<file path="config.mk">
export PLATFORM = sky130hd
export DESIGN_NAME = ulpi_reg_access_ctrl
export DESIGN_NICKNAME = d
export VERILOG_FILES = /design/src/rtl/ulpi_pkg.sv /design/src/rtl/ulpi_cmd_fifo.sv /design/src/rtl/ulpi_reg_access_ctrl.sv
export SDC_FILE = /design/constraint.sdc
export NUM_CORES = 1
export LEC_CHECK = 0
export BUFFER_PORTS_ARGS = -buffer_cell sky130_fd_sc_hd__buf_4
export CORE_MARGIN = 3
export CORE_UTILIZATION = 52
export CTS_CLUSTER_DIAMETER = 80
export DETAILED_ROUTE_END_ITERATION = 10
export PLACE_DENSITY = 0.76
export SYNTH_ARGS = -nofsm -noshare
export SYNTH_HDL_FRONTEND = slang
export SYNTH_HIERARCHICAL = 1
export SYNTH_SLANG_ARGS = --single-unit
</file>
<file path="constraint.sdc">
create_clock -name clk_ULPI -period 2.6 [get_ports clk_ULPI]
set_input_delay 0.13 -clock clk_ULPI [delete_from_list [all_inputs] [get_ports clk_ULPI]]
set_output_delay 0.13 -clock clk_ULPI [all_outputs]
set_load 0.01 [all_outputs]
</file>
<file path="src/rtl/ulpi_pkg.sv">
// Shared definitions for the ULPI register-access engine: TXCMD prefixes, engine states,
// command FIFO entry layout and timeout counter sizing.
package ulpi_pkg;

  localparam logic [1:0] TxRegW = 2'b10;
  localparam logic [1:0] TxRegR = 2'b11;

  typedef enum logic [3:0] {
    StIdle,
    StCmd,
    StWdata,
    StStp,
    StRturn,
    StRdata,
    StRwait,
    StAbort,
    StDone
  } eng_state_e;

  // Channel field sized for the largest supported N_CH (8)
  typedef struct packed {
    logic [2:0] ch;
    logic       we;
    logic [5:0] addr;
    logic [7:0] wdata;
  } cmd_t;

  function automatic int unsigned to_cnt_w(int unsigned timeout);
    return $clog2(timeout + 1);
  endfunction

endpackage

</file>
<file path="src/rtl/ulpi_cmd_fifo.sv">
// Synchronous command FIFO with full/empty flags; the head entry is read from the flop array.
module ulpi_cmd_fifo #(
  parameter int unsigned Width = 8,
  parameter int unsigned Depth = 4,
  localparam int unsigned PtrW = (Depth > 1) ? $clog2(Depth) : 1
) (
  input  logic             clk_i,
  input  logic             rst_ni,
  input  logic             push_i,
  input  logic [Width-1:0] data_i,
  input  logic             pop_i,
  output logic [Width-1:0] head_o,
  output logic             full_o,
  output logic             empty_o
);

  logic [Width-1:0] mem_q [Depth];
  logic [PtrW-1:0]  wr_ptr_q, rd_ptr_q;
  logic [PtrW:0]    cnt_q;
  logic             do_push, do_pop;

  assign full_o  = (cnt_q == (PtrW + 1)'(Depth));
  assign empty_o = (cnt_q == '0);
  assign do_push = push_i && !full_o;
  assign do_pop  = pop_i && !empty_o;
  assign head_o  = mem_q[rd_ptr_q];

  always_ff @(posedge clk_i or negedge rst_ni) begin
    if (!rst_ni) begin
      wr_ptr_q <= '0;
      rd_ptr_q <= '0;
      cnt_q    <= '0;
    end else begin
      if (do_push) wr_ptr_q <= wr_ptr_q + 1'b1;
      if (do_pop)  rd_ptr_q <= rd_ptr_q + 1'b1;
      if (do_push && !do_pop)      cnt_q <= cnt_q + 1'b1;
      else if (do_pop && !do_push) cnt_q <= cnt_q - 1'b1;
    end
  end

  always_ff @(posedge clk_i) begin
    if (do_push) mem_q[wr_ptr_q] <= data_i;
  end

endmodule

</file>
<file path="src/rtl/ulpi_reg_access_ctrl.sv">
// Multi-channel ULPI register-access engine: round-robin arbiter into a command FIFO, and an
// FSM that runs each command on the ULPI bus with DIR-abort retry and NXT timeout.
module ulpi_reg_access_ctrl
  import ulpi_pkg::*;
#(
  parameter int unsigned N_CH       = 2,
  parameter int unsigned FIFO_DEPTH = 4,
  parameter int unsigned MAX_RETRY  = 3,
  parameter int unsigned TIMEOUT    = 15,
  localparam int unsigned ChW       = (N_CH > 1) ? $clog2(N_CH) : 1
) (
  input  logic              clk_ULPI,
  input  logic              rst,
  input  logic [N_CH-1:0]   req_valid,
  output logic [N_CH-1:0]   req_ready,
  input  logic [N_CH-1:0]   req_we,
  input  logic [6*N_CH-1:0] req_addr,
  input  logic [8*N_CH-1:0] req_wdata,
  output logic              rsp_valid,
  output logic [ChW-1:0]    rsp_ch,
  output logic [7:0]        rsp_data,
  output logic              rsp_err,
  input  logic              link_idle,
  output logic              busy,
  input  logic              DIR,
  input  logic              NXT,
  input  logic [7:0]        DATA_in,
  output logic [7:0]        DATA_out,
  output logic              STP
);

  localparam int unsigned RetryW = $clog2(MAX_RETRY + 2);
  localparam int unsigned ToW    = to_cnt_w(TIMEOUT);

  eng_state_e        state_q, state_d;
  cmd_t              cmd_q, cmd_d, push_cmd, fifo_head;
  logic [RetryW-1:0] retry_q, retry_d;
  logic [ToW-1:0]    to_q, to_d, to_inc;
  logic              err_q, err_d;
  logic [7:0]        rdata_q, rdata_d;
  logic [ChW-1:0]    rr_q, rr_d;
  logic              run_q, gnt_any, pop, fifo_full, fifo_empty, timed_out;

  ulpi_cmd_fifo #(
    .Width ($bits(cmd_t)),
    .Depth (FIFO_DEPTH)
  ) u_fifo (
    .clk_i   (clk_ULPI),
    .rst_ni  (rst),
    .push_i  (gnt_any),
    .data_i  (push_cmd),
    .pop_i   (pop),
    .head_o  (fifo_head),
    .full_o  (fifo_full),
    .empty_o (fifo_empty)
  );

  // Two passes: channels at/after rr_q first, then the ones before it
  always_comb begin
    req_ready = '0;
    gnt_any   = 1'b0;
    rr_d      = rr_q;
    push_cmd  = '0;
    for (int unsigned pass = 0; pass < 2; pass++) begin
      for (int unsigned c = 0; c < N_CH; c++) begin
        if (run_q && !fifo_full && !gnt_any && req_valid[c] &&
            ((pass == 0) == (ChW'(c) >= rr_q))) begin
          gnt_any        = 1'b1;
          req_ready[c]   = 1'b1;
          rr_d           = ChW'((c + 1) % N_CH);
          push_cmd.ch    = 3'(c);
          push_cmd.we    = req_we[c];
          push_cmd.addr  = req_addr[6*c +: 6];
          push_cmd.wdata = req_wdata[8*c +: 8];
        end
      end
    end
  end

  assign busy = (state_q != StIdle) || !fifo_empty;

  always_comb begin
    state_d   = state_q;
    cmd_d     = cmd_q;
    retry_d   = retry_q;
    to_d      = to_q;
    err_d     = err_q;
    rdata_d   = rdata_q;
    pop       = 1'b0;
    DATA_out  = 8'h00;
    STP       = 1'b0;
    rsp_valid = 1'b0;
    rsp_err   = 1'b0;
    rsp_data  = 8'h00;
    rsp_ch    = '0;
    timed_out = (to_q == ToW'(TIMEOUT - 1));
    to_inc    = (to_q == ToW'(TIMEOUT)) ? to_q : to_q + 1'b1;
    unique case (state_q)
      StIdle: begin
        if (!fifo_empty && link_idle && !DIR) begin
          pop     = 1'b1;
          cmd_d   = fifo_head;
          err_d   = 1'b0;
          retry_d = '0;
          rdata_d = 8'h00;
          state_d = StCmd;
        end
      end
      StCmd: begin
        DATA_out = {cmd_q.we ? TxRegW : TxRegR, cmd_q.addr};
        // DIR with NXT is the PHY turning round for a read; anything else with DIR is a pre-emption
        if (DIR && !(NXT && !cmd_q.we)) state_d = StAbort;
        else if (NXT) state_d = cmd_q.we ? StWdata : StRturn;
        else if (timed_out) begin
          err_d   = 1'b1;
          state_d = StDone;
        end else to_d = to_inc;
      end
      StWdata: begin
        DATA_out = cmd_q.wdata;
        if (DIR && !NXT) state_d = StAbort;
        else if (NXT) state_d = StStp;
        else if (timed_out) begin
          err_d   = 1'b1;
          state_d = StDone;
        end else to_d = to_inc;
      end
      StStp: begin
        STP     = 1'b1;
        state_d = StDone;
      end
      StRturn: begin
        if (DIR) state_d = StRdata;
        else if (timed_out) begin
          err_d   = 1'b1;
          state_d = StDone;
        end else to_d = to_inc;
      end
      StRdata: begin
        rdata_d = DATA_in;
        state_d = StRwait;
      end
      StRwait: begin
        // A timeout here is only reported once the PHY has released the bus
        if (!DIR) begin
          err_d   = (to_q == ToW'(TIMEOUT));
          state_d = StDone;
        end else to_d = to_inc;
      end
      StAbort: begin
        if (!DIR && link_idle) begin
          if (retry_q < RetryW'(MAX_RETRY)) begin
            retry_d = retry_q + 1'b1;
            state_d = StCmd;
          end else begin
            err_d   = 1'b1;
            state_d = StDone;
          end
        end
      end
      StDone: begin
        rsp_valid = 1'b1;
        rsp_err   = err_q;
        rsp_ch    = ChW'(cmd_q.ch);
        rsp_data  = (err_q || cmd_q.we) ? 8'h00 : rdata_q;
        retry_d   = '0;
        state_d   = StIdle;
      end
      default: state_d = StIdle;
    endcase
    if (state_d != state_q) to_d = '0;
  end

  always_ff @(posedge clk_ULPI or negedge rst) begin
    if (!rst) begin
      run_q   <= 1'b0;
      rr_q    <= '0;
      state_q <= StIdle;
      cmd_q   <= '0;
      retry_q <= '0;
      to_q    <= '0;
      err_q   <= 1'b0;
      rdata_q <= 8'h00;
    end else begin
      run_q   <= 1'b1;
      rr_q    <= rr_d;
      state_q <= state_d;
      cmd_q   <= cmd_d;
      retry_q <= retry_d;
      to_q    <= to_d;
      err_q   <= err_d;
      rdata_q <= rdata_d;
    end
  end

endmodule

</file>
==> metrics.csv, run 1 <==
stage,metric,value,unit
final_layout,area_growth,21.1,%
global_route,grt_pass1_vias,3594,
final_layout,nFillCells,694,
route,drc,0,
timing,worst_pin_slew,0.766,ns
floorplan,die_width,105,um
worst_setup_path,crit_required,2.90,ns
route,routedWlPerCell,16.5,um
placement,io_buffers,67,
status,status,"finished, final reports clean",
logic_synthesis,yosys_warnings,6,
timing,final_max_slew_viol_count,0,
route,via_per_inst,5.65,
placement,place_hpwl,7330,um
timing,finalHoldViolCount,0,
pwr,leakagePower,2.62,nW
floorplan,core_area,0.00942,mm^2
hold_path,hold_class,in2reg,
clock_tree,cts_num_sinks,109,
worst_setup_path,crit_arrival,2.76,ns
timing,period_minus_slack,2.47,ns
worst_setup_path,critical_path_class,reg2reg,
timing,finalCritPeriodShare,94.9,%
clock_tree,cts_root_buffer,clkbuf_8,
global_route,grt_first_pass_wirelength,17500,um
route,dr_total_vias,3573,
global_route,met1_usage,25.0,%
final_layout,antenna_cells,0,
final_layout,finish.utilization,65.7,%
timing,fin_ws,0.133,ns
route,dr.pass1.iters,6,
floorplan,die_height,105,um
global_route,use_met2,35.1,%
final_layout,multi_input_area,0.00194,mm^2
clock_tree,clockBufferDepth,2,
clock_tree,cts_buffers,9,
worst_setup_path,slowest_stage,dfrtp_2,
worst_setup_path,startpoint_type,flip-flop,
worst_setup_path,cp_cell_sequence,or3_1 > inv_1 > nor3b_2 > nand3_2 > clkinv_2 > nand2_1 > ha_1 > inv_1 > fa_1 > xor2_1 > nor2_1 > xor2_1,
placement,post-place-ws,0.0936,ns
worst_setup_path,cp_slowest_stage_delay,0.45,ns
global_route,grt_max_degree,46,
floorplan,ioPinCount,68,
global_route,grt_antenna_before_repair,0,
logic_synthesis,avgSynthCellArea,12.6,um^2
route,wl,10400,um
logic_synthesis,syn_nets,459,
logic_synthesis,netlist_instances,405,
worst_setup_path,crit_path_end_kind,flip-flop,
timing,maxSlewHeadroom,48.9,%
pwr,finalPower,5.88,mW
pwr,ir_drop,0.397,mV
route,drt_iter0_markers,262,
final_layout,layout.cells.non_filler,632,
clock_tree,clk_latency,0.37,ns
floorplan,rows,35,
timing,skew,0.0187,ns
logic_synthesis,netlist_area,0.00511,mm^2
final_layout,final_nets,552,
placement,dpl-instance-area,0.00586,mm^2
final_layout,finalInstanceArea,0.00619,mm^2
clock_tree,h-tree-depth,3,
final_layout,register_area,0.00305,mm^2
pwr,power.density,949,mW/mm^2
floorplan,initial_utilization,54.3,%
placement,dp.cells,604,
clock_tree,tritoncts,done,
global_route,met3_usage,4.26,%
timing,setup_violations,0,
run,maxCapViolCount,0,
floorplan,dieArea,0.0111,mm^2
global_route,gr-max-usage-layer,met2,
clock_tree,clkTransAtPathRegs,0.12,ns
worst_setup_path,critPathMaxFanout,4,
placement,gp_congestion,0.887,
timing,fmax,405,MHz
global_route,overflow,0,
route,ant_nets,0,
final_layout,drive_above_1_share,28.6,%
global_route,grt_use_total,19.8,%
==> where the power goes <==
part           switching (mW)  internal, mW  total [mW]
Combinational            1.15          1.08        2.23
Clock                   0.633         0.389        1.02
Sequential              0.302          2.32        2.62
==> metal layers <==
metal	share of wire (%)	up-vias
li1	-	1686
met1	41	1728
met2	51	147
met3	6.1	12
met4	1.3	0
met5	0	-
==> state kept, by name, summed over array words and instances, names as in the netlist <==
name / cells
retry_q: 3
state_q: 4
u_fifo/wr_ptr_q: 2
rr_q: 1
u_fifo/rd_ptr_q: 2
rdata_q: 8
to_q: 4
u_fifo/cnt_q: 3
cmd_q: 16
err_q: 1
run_q: 1
u_fifo/mem_q: 64
==> cell type report <==
cell class	count	share of cell area, %
well taps	129	2.61
inverters	10	0.627
multi-input cells	265	31.3
repair buffers	103	12.9
flip-flops and latches	109	49.3
clock buffers	9	2.00
clock inverters	7	1.35
==> stage by stage <==
step | TNS (ns) | hold slack, ns
2_1_floorplan | 0 | -0.166
3_3_place_gp | 0 | 0.166
3_5_place_dp | 0 | 0.177
4_1_cts | 0 | 0.0641
5_1_grt | -0.0214 | 0.0920
6_report | 0 | 0.0855
==> worst max-delay path, delay by kind of cell, from the launching register on <==
| kind | cells | cell delay, ns |
|---|---|---|
| buffers and inverters | 3 | 0.23 |
| adders and majority gates | 2 | 0.58 |
| DFF | 1 | 0.45 |
| xor gates and xnor gates | 2 | 0.31 |
| and+or+nand+nor | 5 | 0.79 |
==> repair_timing <==
action	in CTS	in global routing
hold endpoints to repair	53	0
gates resized for setup	0	4
hold buffers	9	0
setup endpoints to repair	0	10
setup buffers	0	3
==> path summary, 6_finish.rpt <==
path,start,end,slack [ns],cells after the start
hold / removal,NXT,state_q[2],0.09,3
setup / recovery,u_fifo/cnt_q[1],u_fifo/cnt_q[2],0.13,12
setup reg to reg,u_fifo/cnt_q[1],u_fifo/cnt_q[2],0.13,12
hold reg to reg,cmd_q[11],cmd_q[11],0.49,2
min in group asynchronous,rst,rdata_q[7],0.29,2
max in group asynchronous,rst,u_fifo/cnt_q[0],1.87,2
==> cell usage in the layout, fill, tap and decap left out, drive strengths merged, types with 11 or more instances in the layout <==
cell type,n
buf,94
nand2,75
edfxtp,64
dfrtp,45
a22o,23
nand3,18
mux4,16
and2,16
inv,12
a21oi,11
(Power assumes the default switching activity.)
==> run 2: changes to the inputs <==
CELL_PAD_IN_SITES_DETAIL_PLACEMENT = 0   (was default)
CELL_PAD_IN_SITES_GLOBAL_PLACEMENT = 1   (was default)
CORE_UTILIZATION = 42   (was 52)
PLACE_DENSITY = default   (was 0.76)
PLACE_DENSITY_LB_ADDON = 0.1   (was default)
SYNTH_HIERARCHICAL = default   (was 1)
clock period = 2.1 ns   (was 2.6 ns; I/O delays follow)
==> run 2 against run 1 <==
Compared with the run above:
- the run now ends with setup timing left
- critical path depth decreased by 5
- critical endpoint is now DATA_out[1]
- worst hold slack lost 0.033 ns
- first-iteration DRC count down 13%
- register-to-register slack lost 0.10 ns
- sequential power is 22% higher
- combinational power grew 46%
- wire length is 12% higher
- utilization decreased by 9.0 points
- area after synthesis is 1.3% higher
- cell area increased by 7.4%
- global-route usage fell by 1.7 points
- flip-flop and latch count unchanged
==> metrics.csv, run 2 <==
stage,metric,value,unit,change
logic_synthesis,netlist_area,0.00518,mm^2,was 0.00511 mm^2
final_layout,final_cell_mix,"buf_4, nand2_1, edfxtp_1",,unchanged
logic_synthesis,synth_top_family_by_area,simple AND/OR/NAND/NOR gates,,
pwr,p_int,5.28,mW,was 3.79 mW
logic_synthesis,synth_fa_ha_area_share,2.51,%,
final_layout,area_growth,28.4,%,was 21.1%
timing,rsz0062_at_grt,yes,,
clock_tree,cts_num_sinks,109,,unchanged
final_layout,reg_top3,"u_fifo.mem_q (64), cmd_q (16), rdata_q (8)",,"was u_fifo/mem_q (64), cmd_q (16), rdata_q (8)"
logic_synthesis,synth.largest_area_cell,edfxtp_1,,
timing,fmax,472,MHz,
placement,post-place-ws,-0.0399,ns,was 0.0936 ns
logic_synthesis,ys_seq_area_share,58.9,%,
worst_setup_path,r2r_cells,6,,was 12
route,wl,11700,um,was 10400 um
logic_synthesis,syn_nets,470,,was 459
clock_tree,cts_root_buffer,clkbuf_16,,was clkbuf_8
floorplan,core_area,0.0117,mm^2,was 0.00942 mm^2
final_layout,register_area,0.00305,mm^2,about the same
logic_synthesis,yosys_warnings,0,,was 6
timing,setup_violations,1,,was 0
worst_setup_path,startpoint_type,flip-flop,,unchanged
worst_setup_path,critical_path_class,reg2out,,was reg2reg
clock_tree,clkTransAtPathRegs,0.08,ns,was 0.12 ns
logic_synthesis,synth_edf_count,64,,
logic_synthesis,synth_compound_area_share,11.8,%,
logic_synthesis,yosysMostFrequentCell,nand2_1,,
pwr,seqPwrFrac,39.6,%,was 44.7%
global_route,grt_antenna_before_repair,0,,unchanged
logic_synthesis,synth_cell_types,56,,
floorplan,ioPinCount,68,,unchanged
hold_path,hold_class,in2reg,,unchanged
floorplan,initial_utilization,44.2,%,was 54.3%
pwr,power.density,1210,mW/mm^2,was 949 mW/mm^2
status,violations,setup timing,,
worst_setup_path,critPathMaxFanout,9,,was 4
pwr,clkPwrFrac,20.1,%,was 17.4%
pwr,ir_drop,0.619,mV,was 0.397 mV
final_layout,final_common_cell,buf_4,,unchanged
worst_setup_path,crit_path_end_kind,output port,,was flip-flop
worst_setup_path,crit_arrival,2.01,ns,was 2.76 ns
hold_path,hold_path_depth,3,,unchanged
timing,finalHoldViolCount,0,,unchanged
logic_synthesis,synthArstFlopShare,41.3,%,
logic_synthesis,yosys-top-cells-count,"nand2_1, edfxtp_1, dfrtp_1",,
logic_synthesis,synth_area_leaders,"edfxtp_1, dfrtp_1, mux4_2",,
status,status,"complete, but fails checks",,"was finished, final reports clean"
timing,fin_tns_setup,-0.0198,ns,was 0 ns
global_route,grt_pass1_vias,3669,,was 3594
route,routedWlPerCell,17.2,um,was 16.5 um
route,ant_nets,0,,unchanged
run,maxCapViolCount,0,,unchanged
floorplan,dieArea,0.0137,mm^2,was 0.0111 mm^2
placement,place_hpwl,8020,um,was 7330 um
logic_synthesis,ys_ff_latch,109,,
pwr,leakagePower,2.78,nW,was 2.62 nW
clock_tree,clk_latency,0.35,ns,was 0.37 ns
clock_tree,h-tree-depth,3,,unchanged
worst_setup_path,r2r-end,to_q[2],,was u_fifo/cnt_q[2]
floorplan,rows,39,,was 35
timing,skew,0.00913,ns,was 0.0187 ns
global_route,grt_max_degree,46,,unchanged
timing,worst_pin_slew,0.607,ns,was 0.766 ns
final_layout,largest_reg_flops,64,,unchanged
worst_setup_path,crit_required,2.00,ns,was 2.90 ns
global_route,grt_first_pass_wirelength,18900,um,was 17500 um
global_route,overflow,0,,unchanged
timing,period_minus_slack,2.12,ns,
pwr,combPwrFrac,40.4,%,was 37.9%
timing,fin_ws,-0.0198,ns,was 0.133 ns
clock_tree,cts_buffers,9,,unchanged
placement,io_buffers,67,,unchanged
logic_synthesis,avgSynthCellArea,12.4,um^2,was 12.6 um^2
logic_synthesis,synth_xor_area_share,1.18,%,
final_layout,final_nets,585,,was 552
worst_setup_path,r2r-start,state_q[0],,was u_fifo/cnt_q[1]
final_layout,multi_input_area,0.00205,mm^2,was 0.00194 mm^2
logic_synthesis,synth_top_cell_area_share,37.1,%,
timing,finalCritPeriodShare,101,%,
global_route,grt_use_total,18.1,%,was 19.8%
route,dr_total_vias,3678,,was 3573
pwr,power_switching,2.79,mW,was 2.08 mW
route,drt_iter0_markers,227,,was 262
route,dr.pass1.iters,4,,was 6
worst_setup_path,reg2reg_slack,0.03,ns,was 0.13 ns
logic_synthesis,synth_flop_cell,edfxtp_1,,
final_layout,drive_above_1_share,33.2,%,was 28.6%
final_layout,antenna_cells,0,,unchanged
final_layout,nFillCells,1003,,was 694
hold_path,min-delay-start,req_valid[0],,was NXT
pwr,finalPower,8.07,mW,was 5.88 mW
logic_synthesis,netlist_instances,416,,was 405
route,via_per_inst,5.42,,was 5.65
pwr,switching_share,34.6,%,was 35.5%
route,drc,0,,unchanged
hold_path,hold_end,rr_q,,was state_q[2]
timing,final_max_slew_viol_count,0,,unchanged
clock_tree,tritoncts,done,,unchanged
final_layout,largest-register,u_fifo.mem_q,,was u_fifo/mem_q
logic_synthesis,yosys.area_share.simple,14.3,%,
floorplan,die_height,117,um,was 105 um
placement,gp_congestion,0.859,,was 0.887
floorplan,die_width,117,um,was 105 um
clock_tree,clockBufferDepth,2,,unchanged
logic_synthesis,muxShareOfSynthArea,8.17,%,
timing,maxSlewHeadroom,59.6,%,was 48.9%
[run 2: per-stage QoR]
step                hold WS, ns  util (%)  cell area [um^2]  std cells
floorplan                -0.191         -              5250        416
global placement          0.163      52.5              6150        644
detailed placement        0.166      52.5              6150        644
CTS                      0.0387      56.0              6560        672
global route             0.0543      56.8              6650        679
finish                   0.0523      56.8              6650        679
[run 2: worst max-delay path by stage]
| stage | startpoint | endpoint |
|---|---|---|
| after floorplan | state_q[0] | u_fifo.cnt_q[1] |
| after global placement | state_q[3] | to_q[0] |
| after detailed placement | u_fifo.cnt_q[1] | u_fifo.cnt_q[2] |
| after CTS | state_q[3] | DATA_out[6] |
| after global routing | to_q[0] | to_q[1] |
| final | state_q[0] | DATA_out[1] |
[run 2: kinds of logic (layout without fill, tap and decap cells)]
logic type               Yosys count  count (layout)
multiplexers                      22              22
flip-flops                       109             109
other                              1               1
AND/OR/NAND/NOR                  146             146
XOR/XNOR                           7               7
buffers and inverters             38             158
AO/OA/AOI/OAI                     83              83
adder cells (fa/ha/maj)           10              10
[run 2: worst max-delay path, cell delays in order (launching register included)]
cell     delay [ns]
dfrtp_2        0.48
buf_4          0.18
nor4b_4        0.36
buf_4          0.17
buf_4          0.09
buf_4          0.10
a22o_1         0.15
buf_4          0.13
[run 2: power groups by stage]
stage                     logic, mW  clock network [mW]  registers, mW
after global routing           3.60                1.77           3.26
after detailed placement       3.07                   0           3.25
final                          3.26                1.62           3.19
after CTS                      3.15                1.68           3.19
after floorplan                2.08                   0           3.14
after global placement         3.05                   0           3.23
[run 2: routing by layer]
metal	global-route usage, %	vias up	wire [um]
li1	-	1771	-
met1	24.0	1789	5240
met2	30.3	104	5770
met3	4.06	14	534
met4	4.89	0	155
met5	0	-	0
[run 2: area by class of cell]
class	count	share of cell area, %
timing repair buffer	126	15.3
sequential	109	45.9
inverter	16	0.978
clock inverter	7	0.922
tap	143	2.69
clock buffer	9	3.39
multi-input combinational	269	30.8
[run 2: repair_timing]
action | CTS | global route
pin swaps | 2 | 9
hold buffers | 9 | 0
setup buffers | 3 | 7
resized for setup | 5 | 12
endpoints found under the setup margin | 12 | 27
endpoints found under the hold margin | 53 | 0
